===== src/rtl/ccu_operation_sequencer_if.sv =====
// Signal bundle between the CCU register file / result-stream snoop and the
// operation sequencer. The sequencer connects through the slave modport.
interface ccu_operation_sequencer_if #(
    parameter int CNT_WIDTH = 32
);
    logic [CNT_WIDTH-1:0] data_size_rd;
    logic [CNT_WIDTH-1:0] grid_size_rd;
    logic [CNT_WIDTH-1:0] scle_size_rd;
    logic [CNT_WIDTH-1:0] rslt_size_rd;
    logic [CNT_WIDTH-1:0] pckt_size_rd;
    logic                 data_loaded_rd;
    logic                 grid_loaded_rd;
    logic                 scle_loaded_rd;
    logic                 wght_loaded_rd;
    logic                 operation_start_rd;
    logic                 interrupt_abort;
    logic                 interrupt_error;
    logic                 rslt_tvalid;
    logic                 rslt_tready;
    logic                 rslt_tlast;
    logic                 rw_pl2ps_reg_en;
    logic                 rslt_loaded_wr;
    logic                 operation_done_wr;
    logic                 wo_reg_en;
    logic                 wo_reg_rst;
    logic                 operation_status_idle_wr;
    logic                 operation_status_busy_wr;
    logic                 operation_status_error_wr;
    logic                 operation_status_locked_wr;
    logic                 operation_status_valid_wr;
    logic [CNT_WIDTH-1:0] operation_progress_rslt_wr;
    logic [CNT_WIDTH-1:0] operation_progress_iter_wr;
    logic [CNT_WIDTH-1:0] iteration_timer_wr;
    logic [CNT_WIDTH-1:0] iteration_latency_wr;
    logic [CNT_WIDTH-1:0] operation_timer_wr;
    logic [CNT_WIDTH-1:0] operation_latency_wr;

    modport master (
        output data_size_rd, grid_size_rd, scle_size_rd, rslt_size_rd, pckt_size_rd,
        output data_loaded_rd, grid_loaded_rd, scle_loaded_rd, wght_loaded_rd,
        output operation_start_rd, interrupt_abort, interrupt_error,
        output rslt_tvalid, rslt_tready, rslt_tlast,
        input  rw_pl2ps_reg_en, rslt_loaded_wr, operation_done_wr, wo_reg_en, wo_reg_rst,
        input  operation_status_idle_wr, operation_status_busy_wr, operation_status_error_wr,
        input  operation_status_locked_wr, operation_status_valid_wr,
        input  operation_progress_rslt_wr, operation_progress_iter_wr,
        input  iteration_timer_wr, iteration_latency_wr, operation_timer_wr, operation_latency_wr
    );

    modport slave (
        input  data_size_rd, grid_size_rd, scle_size_rd, rslt_size_rd, pckt_size_rd,
        input  data_loaded_rd, grid_loaded_rd, scle_loaded_rd, wght_loaded_rd,
        input  operation_start_rd, interrupt_abort, interrupt_error,
        input  rslt_tvalid, rslt_tready, rslt_tlast,
        output rw_pl2ps_reg_en, rslt_loaded_wr, operation_done_wr, wo_reg_en, wo_reg_rst,
        output operation_status_idle_wr, operation_status_busy_wr, operation_status_error_wr,
        output operation_status_locked_wr, operation_status_valid_wr,
        output operation_progress_rslt_wr, operation_progress_iter_wr,
        output iteration_timer_wr, iteration_latency_wr, operation_timer_wr, operation_latency_wr
    );
endinterface


===== src/rtl/ccu_operation_sequencer.sv =====
// CentralControlUnit operation FSM: validates sizes, waits for loaded buffers,
// counts result packets and writes status/progress/timing back to the register file.
module ccu_operation_sequencer #(
    parameter int CNT_WIDTH = 32
) (
    input  logic                      clk,
    input  logic                      rst,
    ccu_operation_sequencer_if.slave  bus
);
    typedef enum logic [2:0] {
        S_IDLE, S_STR, S_WAIT_LD, S_RUN, S_DONE, S_ERR
    } state_t;

    localparam logic [CNT_WIDTH-1:0] CNT_MAX = '1;
    localparam logic [CNT_WIDTH-1:0] CNT_ONE = CNT_WIDTH'(1);

    state_t               state_reg, state_next;
    logic                 start_d_reg;
    logic                 idle_reg, busy_reg, locked_reg, valid_reg, error_reg;
    logic                 wo_reg_en_reg, wo_reg_rst_reg, rw_en_reg, rslt_loaded_reg, op_done_reg;
    logic [CNT_WIDTH-1:0] prog_rslt_reg, prog_iter_reg;
    logic [CNT_WIDTH-1:0] iter_timer_reg, iter_latency_reg, op_timer_reg, op_latency_reg;

    logic                 start_edge, all_loaded, size_bad, pkt_event, done_entry;
    logic [CNT_WIDTH-1:0] sizes [5];
    logic [4:0]           size_zero;
    logic [CNT_WIDTH:0]   rslt_sum;
    logic [CNT_WIDTH-1:0] prog_rslt_next;

    function automatic logic [CNT_WIDTH-1:0] sat_inc(input logic [CNT_WIDTH-1:0] v);
        return (v == CNT_MAX) ? v : v + CNT_ONE;
    endfunction

    assign sizes[0] = bus.data_size_rd;
    assign sizes[1] = bus.grid_size_rd;
    assign sizes[2] = bus.scle_size_rd;
    assign sizes[3] = bus.rslt_size_rd;
    assign sizes[4] = bus.pckt_size_rd;

    for (genvar gi = 0; gi < 5; gi++) begin : g_size_zero
        assign size_zero[gi] = (sizes[gi] == '0);
    end

    // start_d_reg resets high so a start level held through reset is not an edge
    assign start_edge = bus.operation_start_rd & ~start_d_reg;
    assign all_loaded = bus.data_loaded_rd & bus.grid_loaded_rd
                      & bus.scle_loaded_rd & bus.wght_loaded_rd;
    assign size_bad   = (|size_zero) | (bus.pckt_size_rd > bus.rslt_size_rd);
    assign pkt_event  = (state_reg == S_RUN) & bus.rslt_tvalid & bus.rslt_tready & bus.rslt_tlast;
    assign done_entry = (state_next == S_DONE) && (state_reg != S_DONE);

    // One extra bit keeps the sum exact before clamping to the result size
    assign rslt_sum       = {1'b0, prog_rslt_reg} + {1'b0, bus.pckt_size_rd};
    assign prog_rslt_next = (rslt_sum > {1'b0, bus.rslt_size_rd}) ? bus.rslt_size_rd
                                                                   : rslt_sum[CNT_WIDTH-1:0];

    always_comb begin
        state_next = state_reg;
        case (state_reg)
            S_IDLE:    if (start_edge) state_next = S_STR;
            S_STR:     state_next = size_bad ? S_ERR : S_WAIT_LD;
            S_WAIT_LD: if (all_loaded) state_next = S_RUN;
            S_RUN:     if (prog_rslt_reg >= bus.rslt_size_rd) state_next = S_DONE;
            S_DONE:    if (!bus.operation_start_rd) state_next = S_IDLE;
            S_ERR:     if (!bus.operation_start_rd && !bus.interrupt_error) state_next = S_IDLE;
            default:   state_next = S_IDLE;
        endcase
        if (bus.interrupt_abort && (state_reg inside {S_STR, S_WAIT_LD, S_RUN}))
            state_next = S_IDLE;
        // error overrides abort
        if (bus.interrupt_error && (state_reg != S_IDLE))
            state_next = S_ERR;
    end

    always_ff @(posedge clk or posedge rst) begin
        if (rst) begin
            state_reg        <= S_IDLE;
            start_d_reg      <= 1'b1;
            idle_reg         <= 1'b1;
            busy_reg         <= 1'b0;
            locked_reg       <= 1'b0;
            valid_reg        <= 1'b0;
            error_reg        <= 1'b0;
            wo_reg_en_reg    <= 1'b0;
            wo_reg_rst_reg   <= 1'b0;
            rw_en_reg        <= 1'b0;
            rslt_loaded_reg  <= 1'b0;
            op_done_reg      <= 1'b0;
            prog_rslt_reg    <= '0;
            prog_iter_reg    <= '0;
            iter_timer_reg   <= '0;
            iter_latency_reg <= '0;
            op_timer_reg     <= '0;
            op_latency_reg   <= '0;
        end else begin
            state_reg       <= state_next;
            start_d_reg     <= bus.operation_start_rd;
            idle_reg        <= (state_next == S_IDLE);
            busy_reg        <= (state_next inside {S_STR, S_WAIT_LD, S_RUN});
            locked_reg      <= (state_next inside {S_WAIT_LD, S_RUN});
            valid_reg       <= (state_next == S_DONE);
            error_reg       <= (state_next == S_ERR);
            wo_reg_rst_reg  <= (state_next == S_STR);
            wo_reg_en_reg   <= pkt_event | done_entry;
            rw_en_reg       <= done_entry;
            rslt_loaded_reg <= done_entry;
            op_done_reg     <= done_entry;

            if (state_next == S_STR) begin
                prog_rslt_reg    <= '0;
                prog_iter_reg    <= '0;
                iter_timer_reg   <= '0;
                iter_latency_reg <= '0;
                op_timer_reg     <= '0;
                op_latency_reg   <= '0;
            end else begin
                if (state_reg inside {S_WAIT_LD, S_RUN})
                    op_timer_reg <= sat_inc(op_timer_reg);
                if (pkt_event) begin
                    prog_rslt_reg    <= prog_rslt_next;
                    prog_iter_reg    <= sat_inc(prog_iter_reg);
                    iter_latency_reg <= sat_inc(iter_timer_reg);
                    iter_timer_reg   <= '0;
                end else if (state_reg == S_RUN) begin
                    iter_timer_reg <= sat_inc(iter_timer_reg);
                end
                if (done_entry)
                    op_latency_reg <= sat_inc(op_timer_reg);
            end
        end
    end

    assign bus.rw_pl2ps_reg_en            = rw_en_reg;
    assign bus.rslt_loaded_wr             = rslt_loaded_reg;
    assign bus.operation_done_wr          = op_done_reg;
    assign bus.wo_reg_en                  = wo_reg_en_reg;
    assign bus.wo_reg_rst                 = wo_reg_rst_reg;
    assign bus.operation_status_idle_wr   = idle_reg;
    assign bus.operation_status_busy_wr   = busy_reg;
    assign bus.operation_status_error_wr  = error_reg;
    assign bus.operation_status_locked_wr = locked_reg;
    assign bus.operation_status_valid_wr  = valid_reg;
    assign bus.operation_progress_rslt_wr = prog_rslt_reg;
    assign bus.operation_progress_iter_wr = prog_iter_reg;
    assign bus.iteration_timer_wr         = iter_timer_reg;
    assign bus.iteration_latency_wr       = iter_latency_reg;
    assign bus.operation_timer_wr         = op_timer_reg;
    assign bus.operation_latency_wr       = op_latency_reg;
endmodule


===== src/flat_wrapper.sv =====
// flat-port wrapper written by rule: the top's interface ports become plain ports
module ccu_operation_sequencer_flat 
#(
    parameter int CNT_WIDTH = 32
)
  (clk, rst, bus_data_size_rd, bus_grid_size_rd, bus_scle_size_rd, bus_rslt_size_rd, bus_pckt_size_rd, bus_data_loaded_rd, bus_grid_loaded_rd, bus_scle_loaded_rd, bus_wght_loaded_rd, bus_operation_start_rd, bus_interrupt_abort, bus_interrupt_error, bus_rslt_tvalid, bus_rslt_tready, bus_rslt_tlast, bus_rw_pl2ps_reg_en, bus_rslt_loaded_wr, bus_operation_done_wr, bus_wo_reg_en, bus_wo_reg_rst, bus_operation_status_idle_wr, bus_operation_status_busy_wr, bus_operation_status_error_wr, bus_operation_status_locked_wr, bus_operation_status_valid_wr, bus_operation_progress_rslt_wr, bus_operation_progress_iter_wr, bus_iteration_timer_wr, bus_iteration_latency_wr, bus_operation_timer_wr, bus_operation_latency_wr);
  ccu_operation_sequencer_if #(.CNT_WIDTH(CNT_WIDTH)) bus_i ();
  input  logic clk;
  input  logic rst;
  input wire logic [$bits(bus_i.data_size_rd)-1:0] bus_data_size_rd;
  input wire logic [$bits(bus_i.grid_size_rd)-1:0] bus_grid_size_rd;
  input wire logic [$bits(bus_i.scle_size_rd)-1:0] bus_scle_size_rd;
  input wire logic [$bits(bus_i.rslt_size_rd)-1:0] bus_rslt_size_rd;
  input wire logic [$bits(bus_i.pckt_size_rd)-1:0] bus_pckt_size_rd;
  input wire logic [$bits(bus_i.data_loaded_rd)-1:0] bus_data_loaded_rd;
  input wire logic [$bits(bus_i.grid_loaded_rd)-1:0] bus_grid_loaded_rd;
  input wire logic [$bits(bus_i.scle_loaded_rd)-1:0] bus_scle_loaded_rd;
  input wire logic [$bits(bus_i.wght_loaded_rd)-1:0] bus_wght_loaded_rd;
  input wire logic [$bits(bus_i.operation_start_rd)-1:0] bus_operation_start_rd;
  input wire logic [$bits(bus_i.interrupt_abort)-1:0] bus_interrupt_abort;
  input wire logic [$bits(bus_i.interrupt_error)-1:0] bus_interrupt_error;
  input wire logic [$bits(bus_i.rslt_tvalid)-1:0] bus_rslt_tvalid;
  input wire logic [$bits(bus_i.rslt_tready)-1:0] bus_rslt_tready;
  input wire logic [$bits(bus_i.rslt_tlast)-1:0] bus_rslt_tlast;
  output wire logic [$bits(bus_i.rw_pl2ps_reg_en)-1:0] bus_rw_pl2ps_reg_en;
  output wire logic [$bits(bus_i.rslt_loaded_wr)-1:0] bus_rslt_loaded_wr;
  output wire logic [$bits(bus_i.operation_done_wr)-1:0] bus_operation_done_wr;
  output wire logic [$bits(bus_i.wo_reg_en)-1:0] bus_wo_reg_en;
  output wire logic [$bits(bus_i.wo_reg_rst)-1:0] bus_wo_reg_rst;
  output wire logic [$bits(bus_i.operation_status_idle_wr)-1:0] bus_operation_status_idle_wr;
  output wire logic [$bits(bus_i.operation_status_busy_wr)-1:0] bus_operation_status_busy_wr;
  output wire logic [$bits(bus_i.operation_status_error_wr)-1:0] bus_operation_status_error_wr;
  output wire logic [$bits(bus_i.operation_status_locked_wr)-1:0] bus_operation_status_locked_wr;
  output wire logic [$bits(bus_i.operation_status_valid_wr)-1:0] bus_operation_status_valid_wr;
  output wire logic [$bits(bus_i.operation_progress_rslt_wr)-1:0] bus_operation_progress_rslt_wr;
  output wire logic [$bits(bus_i.operation_progress_iter_wr)-1:0] bus_operation_progress_iter_wr;
  output wire logic [$bits(bus_i.iteration_timer_wr)-1:0] bus_iteration_timer_wr;
  output wire logic [$bits(bus_i.iteration_latency_wr)-1:0] bus_iteration_latency_wr;
  output wire logic [$bits(bus_i.operation_timer_wr)-1:0] bus_operation_timer_wr;
  output wire logic [$bits(bus_i.operation_latency_wr)-1:0] bus_operation_latency_wr;
  assign bus_i.data_size_rd = bus_data_size_rd;
  assign bus_i.grid_size_rd = bus_grid_size_rd;
  assign bus_i.scle_size_rd = bus_scle_size_rd;
  assign bus_i.rslt_size_rd = bus_rslt_size_rd;
  assign bus_i.pckt_size_rd = bus_pckt_size_rd;
  assign bus_i.data_loaded_rd = bus_data_loaded_rd;
  assign bus_i.grid_loaded_rd = bus_grid_loaded_rd;
  assign bus_i.scle_loaded_rd = bus_scle_loaded_rd;
  assign bus_i.wght_loaded_rd = bus_wght_loaded_rd;
  assign bus_i.operation_start_rd = bus_operation_start_rd;
  assign bus_i.interrupt_abort = bus_interrupt_abort;
  assign bus_i.interrupt_error = bus_interrupt_error;
  assign bus_i.rslt_tvalid = bus_rslt_tvalid;
  assign bus_i.rslt_tready = bus_rslt_tready;
  assign bus_i.rslt_tlast = bus_rslt_tlast;
  assign bus_rw_pl2ps_reg_en = bus_i.rw_pl2ps_reg_en;
  assign bus_rslt_loaded_wr = bus_i.rslt_loaded_wr;
  assign bus_operation_done_wr = bus_i.operation_done_wr;
  assign bus_wo_reg_en = bus_i.wo_reg_en;
  assign bus_wo_reg_rst = bus_i.wo_reg_rst;
  assign bus_operation_status_idle_wr = bus_i.operation_status_idle_wr;
  assign bus_operation_status_busy_wr = bus_i.operation_status_busy_wr;
  assign bus_operation_status_error_wr = bus_i.operation_status_error_wr;
  assign bus_operation_status_locked_wr = bus_i.operation_status_locked_wr;
  assign bus_operation_status_valid_wr = bus_i.operation_status_valid_wr;
  assign bus_operation_progress_rslt_wr = bus_i.operation_progress_rslt_wr;
  assign bus_operation_progress_iter_wr = bus_i.operation_progress_iter_wr;
  assign bus_iteration_timer_wr = bus_i.iteration_timer_wr;
  assign bus_iteration_latency_wr = bus_i.iteration_latency_wr;
  assign bus_operation_timer_wr = bus_i.operation_timer_wr;
  assign bus_operation_latency_wr = bus_i.operation_latency_wr;
  ccu_operation_sequencer #(.CNT_WIDTH(CNT_WIDTH)) u_core (.clk(clk), .rst(rst), .bus(bus_i));
endmodule

===== config.mk =====
export PLATFORM = sky130hd
export DESIGN_NAME = ccu_operation_sequencer_flat
export DESIGN_NICKNAME = d
export VERILOG_FILES = /design/src/rtl/ccu_operation_sequencer_if.sv /design/src/rtl/ccu_operation_sequencer.sv /design/src/flat_wrapper.sv
export SDC_FILE = /design/constraint.sdc
export NUM_CORES = 1
export LEC_CHECK = 0
export CAP_MARGIN = 10
export CORE_UTILIZATION = 51
export CTS_CLUSTER_SIZE = 25
export DETAILED_ROUTE_END_ITERATION = 8
export HOLD_SLACK_MARGIN = 0.12
export PLACE_DENSITY_LB_ADDON = 0.05
export SETUP_SLACK_MARGIN = 0.1
export SYNTH_ARGS = -nofsm -noshare
export SYNTH_HDL_FRONTEND = slang
export SYNTH_SLANG_ARGS = --single-unit

===== constraint.sdc =====
create_clock -name clk -period 8.6 [get_ports clk]
set_input_delay 2.58 -clock clk [delete_from_list [all_inputs] [get_ports clk]]
set_output_delay 2.58 -clock clk [all_outputs]
set_load 0.005 [all_outputs]

Word level (Yosys, flattened, before mapping)

Cells that the tools add are included.

Logic and storage cells: 98
Bits of input ports: 172
Output and inout bits: 202
Register bits: 204

Mux-type cells: 26
Magnitude comparators: 3
Reductions and logical operators: 24
Eq/ne operators: 15
Add/sub/neg operators: 4
Bitwise logic cells: 10

Operators with widths:

| kind                    | count |
|---|---|
| $mux W32                | 17 |
| $logic_not A32 Y1       | 5 |
| $add A32 B1 Y32 const B | 3 |
| $eq A32 B32 Y1 const B  | 3 |
| $add A32 B32 Y33        | 1 |
| $gt A33 B32 Y1          | 1 |
| $ge A32 B32 Y1          | 1 |
| $gt A32 B32 Y1          | 1 |
| $mux W3                 | 8 |
| $pmux W3 S6             | 1 |
| $eq A3 B2 Y1 const B    | 4 |
| $eq A3 B3 Y1 const B    | 4 |
| $reduce_bool A3 Y1      | 4 |
| $reduce_bool A2 Y1      | 5 |
| $and A1 B1 Y1           | 7 |
| $eq A3 B1 Y1 const B    | 2 |
| $logic_not A3 Y1        | 2 |
| $reduce_or A5 Y1        | 1 |
| $logic_and A1 B1 Y1     | 4 |
| $ne A3 B3 Y1 const B    | 1 |
| $logic_not A1 Y1        | 2 |
| $ne A2 B1 Y1 const B    | 1 |
| $or A1 B1 Y1            | 2 |
| $reduce_and A2 Y1       | 1 |
| $not A1 Y1              | 1 |

Longest topological paths before layout

Word-level depth: 11
Mapped depth: 21
Mapped depth without buffers: 20

Worst setup path after synthesis

Ideal clock, no wire load.

Path type: input port to flip-flop
Start point: input bus_pckt_size_rd[0]
End point: register u_core.prog_rslt_reg[2], in the netlist u_core.bus.operation_progress_rslt_wr[2]
Slack: 2023 ps
Library setup time: 126 ps
Data required time: 8474 ps
Stages: 21
Buffers on the path: 1
Data arrival time: 6450 ps
Cells stage by stage: ha_1 > inv_1 > fa_1 > nand2b_1 > a211oi_4 > o21ai_2 > a211oi_4 > o21ai_4 > and4_1 > nor3_1 > inv_1 > ha_1 > o21a_1 > o21ai_0 > o311a_1 > o21ai_0 > o211ai_1 > nand2_1 > clkbuf_1 > nor3_1 > a311o_1

Longest elaborated chain between the ends: 9
Elaborated cells between the ends (all ways): 15
Classes of those cells: 1 x add/sub; 2 x order compare; 1 x eq/ne; 7 x mux; 1 x bitwise; 3 x reduce/logical

Ends and longest elaborated chain:

| item                                                                     | line                           | text |
|---|---|---|
| from (decl)                                                              | flat_wrapper.sv:14             | `input wire logic [$bits(bus_i.pckt_size_rd)-1:0] bus_pckt_size_rd;` |
| parallel branches: the longest is 9 deep, another holds $add A32 B32 Y33 | n/a                            |  |
| to (signal assigned)                                                     | ccu_operation_sequencer.sv:120 | `prog_rslt_reg <= prog_rslt_next;` |
| to (decl)                                                                | ccu_operation_sequencer.sv:21  | `logic [CNT_WIDTH-1:0] prog_rslt_reg, prog_iter_reg;` |

Several ways; the timed one is not identified. The select of a mux whose other input is x is not followed.
A chain may end at the register's enable or synchronous reset.

Worst setup path after layout

Start point: input bus_pckt_size_rd[0]
End point: register u_core.prog_rslt_reg[29], in the netlist u_core.bus.operation_progress_rslt_wr[29]

The elaborated chain is that of the path after synthesis.

==> metrics.md <==
| Metric | Value |
|---|---|
| Status | finished clean |
| Post_cts resized | 0 |
| Switch Pwr | 0.00162 W |
| Yosys top cell by area | dfrtp_1 |
| Library cells used by synthesis | 82 |
| Worst hold path startpoint | u_core.bus.iteration_latency_wr[1] |
| CP arrival | 7.81 ns |
| Post-Syn Nets | 2063 |
| Grt ovf | 0 |
| Critical Path RT | 9.04 ns |
| RSZ-0062 raised after global routing | false |
| Share of power burned in registers | 33.7% |
| Num ports | 374 |
| Worst Path Buf+Inv | 3 |
| Final-layout fill cell count | 2382 |
| Clock share of power | 25.4% |
| DIE HEIGHT | 174 µm |
| Worst-Skew Late Latency | 0.55 ns |
| Max clock buf depth | 3 |
| Mapped cell area | 15100 µm² |
| Fin crit period | 7.36 ns |
| Final Max Tran Viols | 0 |
| Crit path cell chain | clkdlybuf4s50_1 > ha_1 > inv_1 > fa_1 > nand2b_1 > a211oi_4 > o21ai_2 > a211oi_4 > o2111ai_1 > nor3b_1 > ha_1 > nand4_1 > nor3_1 > nand2_1 > or4_1 > o211ai_1 > and2_1 > buf_4 > nand3_1 > o211ai_1 |
| TritonCTS clock tree | done |
| Post-route ant nets | 0 |
| HP Class | reg -> reg |
| Top post-synthesis cells by area | dfrtp_1 34%, ha_1 11%, nand2_1 5.3% |
| Asr flop ratio synth | 100% |
| FF-to-FF setup slack | 3.19 ns |
| Via count | 14900 |
| P_int | 0.00281 W |
| Crit path max-delay family | simple AND/OR/NAND/NOR gates |
| DR DRC count | 0 |
| Critical-path maximum fanout | 16 |
| CTS buffer count | 25 |
| Crit path from | bus_pckt_size_rd[0] |
| P&R area growth vs syn | 32.1% |
| Ys flop type | dfrtp_1 |
| Final-report hold violation count | 0 |
| Antenna violations before repair | 1 |
| Fraction of layout cells with a size suffix above 1 | 4.70% |
| Minimum hold slack | 0.487 ns |
| Synth Register Bits | 204 |
| Post-synth EDFFs | 0 |
| Overall routing resource usage | 32.9% |
| R2r startpoint | u_core.bus.operation_progress_rslt_wr[0] |
| LEAKAGE | 8.60 nW |
| Die width | 174 µm |
| Max Cap Violations | 0 |
| TritonRoute pass-1 iters | 5 |
| Core area | 28900 µm² |
| Avg Inst Size Synth | 8.58 µm² |
| Largest net degree at the start of global routing | 146 |
| Vias in the first global route | 14500 |
| Startpoint types | input pin |
| Antenna Cells | 0 |
| Power Density | 222 nW/µm² |
| Max incr delay on CP | 0.54 ns |
| Slew @ Worst Pin | 1.18 ns |
| Gate Count Post-Synth | 1759 |
| CTS hold repair buffers | 0 |
| Global-route wire length before repair | 79.8 mm |
| Combinational power share | 40.9% |
| Sw Share | 36.6% |
| Period utilization | 85.6% |
| Max stage delay cell, worst path | or4_1 |
| Fmax achieved | 136 MHz |
| Sum Neg Setup Slack | 0 ns |
| Initial Util | 52.1% |
| Htree depth | 1 |
| Placer Congestion | 0.939 |
| Detailed placement HPWL | 37.9 mm |
| CTS clock-pin slew for the worst setup and hold paths | 0.06 ns |
| Setup bufs post-CTS | 0 |
| Fin Clk Skew | 0.0264 ns |
| Type of the worst setup path | in -> reg |
| Wirelength per Cell | 20.4 µm |
| Max IR drop VDD | 168 µV |
| Setup violators final | 0 |
| Iteration-0 DRC count of the detailed router | 1148 |
| Die ar. | 30300 µm² |
| # nets final | 2392 |
| Synth Warn # | 0 |
| Share of the synthesized area in the top cell type | 33.5% |
| CTS Root Buffer Type | clkbuf_16 |
| Sequential fraction of the synthesis area | 33.9% |
| # rows | 62 |
| IO Port Bufs | 373 |
| Slew margin rel. | 21.4% |
| Vias per inst | 5.98 |
| Clock sink total | 204 |
| CP endpoint kind | flip-flop |
| Post-Route WL | 50.7 mm |
==> area by class of cell <==
| type | count | area (µm²) | share of cell area [%] |
|---|---|---|---|
| Clock buffer | 33 | 716 | 3.59 |
| Clock inverter | 13 | 164 | 0.823 |
| Inverter | 61 | 238 | 1.19 |
| Multi-Input combinational cell | 1411 | 9380 | 47.1 |
| Sequential cell | 204 | 5110 | 25.6 |
| Tap cell | 384 | 480 | 2.41 |
| Timing Repair Buffer | 385 | 3840 | 19.3 |
==> worst reg2reg max path: cells and delay by family, from the launching register on <==
family                     cells  cell delay (ns)
DFF                            1             0.56
AOI/OAI and AO/OA              6             1.49
buffers and inverters          2             0.34
adders and majority gates      3             0.96
and+or+nand+nor                8             1.97
==> power by group through the flow <==
stage | logic [W] | registers, W | clock network [W]
global placement | 0.00175 | 0.00150 | 0
CTS | 0.00181 | 0.00149 | 0.00114
finish | 0.00181 | 0.00150 | 0.00113
detailed placement | 0.00179 | 0.00150 | 0
global route | 0.00198 | 0.00153 | 0.00118
floorplan | 0.00101 | 0.00141 | 0
==> worst paths after layout <==
| path | end | depth (start not counted) |
|---|---|---|
| min in group asynchronous | u_core.bus.operation_latency_wr[29] | 2 |
| setup reg to reg | u_core.bus.operation_progress_rslt_wr[29] | 19 |
| setup / recovery | u_core.bus.operation_progress_rslt_wr[29] | 20 |
| hold reg to reg | u_core.bus.iteration_latency_wr[1] | 2 |
| hold / removal | u_core.bus.iteration_latency_wr[1] | 2 |
| max in group asynchronous | u_core.bus.iteration_timer_wr[14] | 3 |
==> layer usage <==
metal  vias to the layer above  wire, µm  global-route usage, %
met5                         -         0                      0
met4                         0      1860                   12.1
met3                       127      3860                   7.37
met2                       550     23300                   52.9
met1                      7143     21700                   43.2
li1                       7080         -                      -
==> cell families after synthesis <==
group | count (synthesis) | synth area share [%]
simple gates | 723 | 23.5
xor+xnor | 135 | 7.84
mux | 37 | 2.46
flops | 204 | 33.9
compound gates | 384 | 17.3
buf+inv | 144 | 4.05
fa+ha+maj | 132 | 11.0
==> through the flow <==
stage | worst slack [ns] | power [W] | cells | util [%] | cell area, µm²
global placement | 0.868 | 0.00325 | 2444 | 65.7 | 19000
floorplan | 0.456 | 0.00242 | 1759 | - | 15100
detailed placement | 0.772 | 0.00330 | 2444 | 65.7 | 19000
finish | 1.24 | 0.00443 | 2491 | 68.9 | 19900
CTS | 1.30 | 0.00444 | 2490 | 68.8 | 19900
global route | 0.880 | 0.00469 | 2491 | 68.9 | 19900
==> cell usage after synthesis, types with 4 or more instances <==
cell type	count
and2_1	11
o21a_1	6
a21oi_1	98
buf_1	4
a31oi_1	11
clkbuf_1	56
xor2_1	76
nand2_1	215
a211oi_1	30
nand2b_1	8
buf_6	5
nor2b_1	10
nor3_1	39
nand3_1	57
and3_1	27
xnor2_1	59
o21ai_0	107
a21o_1	19
a2bb2oi_1	4
nor2_1	168
or3_1	19
mux2i_1	37
and4_1	16
a311o_1	9
ha_1	131
o311ai_0	7
buf_2	14
o311ai_2	9
or2_2	4
o31ai_1	13
buf_4	4
o211ai_1	20
dfrtp_1	202
inv_1	61
nor4_1	54
nand4_1	72
==> cells in the final DEF (no fill, tap or decap), drive strengths merged, types with 40 or more instances in the layout <==
cell	synthesis	layout
o21ai	113	113
dfrtp	202	202
nor4	56	56
inv	61	61
nand2	217	217
nor2	170	170
nand4	73	73
clkdlybuf4s50	0	373
nor3	40	40
nand3	57	57
xor2	76	76
a21oi	99	99
ha	131	131
xnor2	59	59
Note: power is estimated with default switching activity, not from simulation.
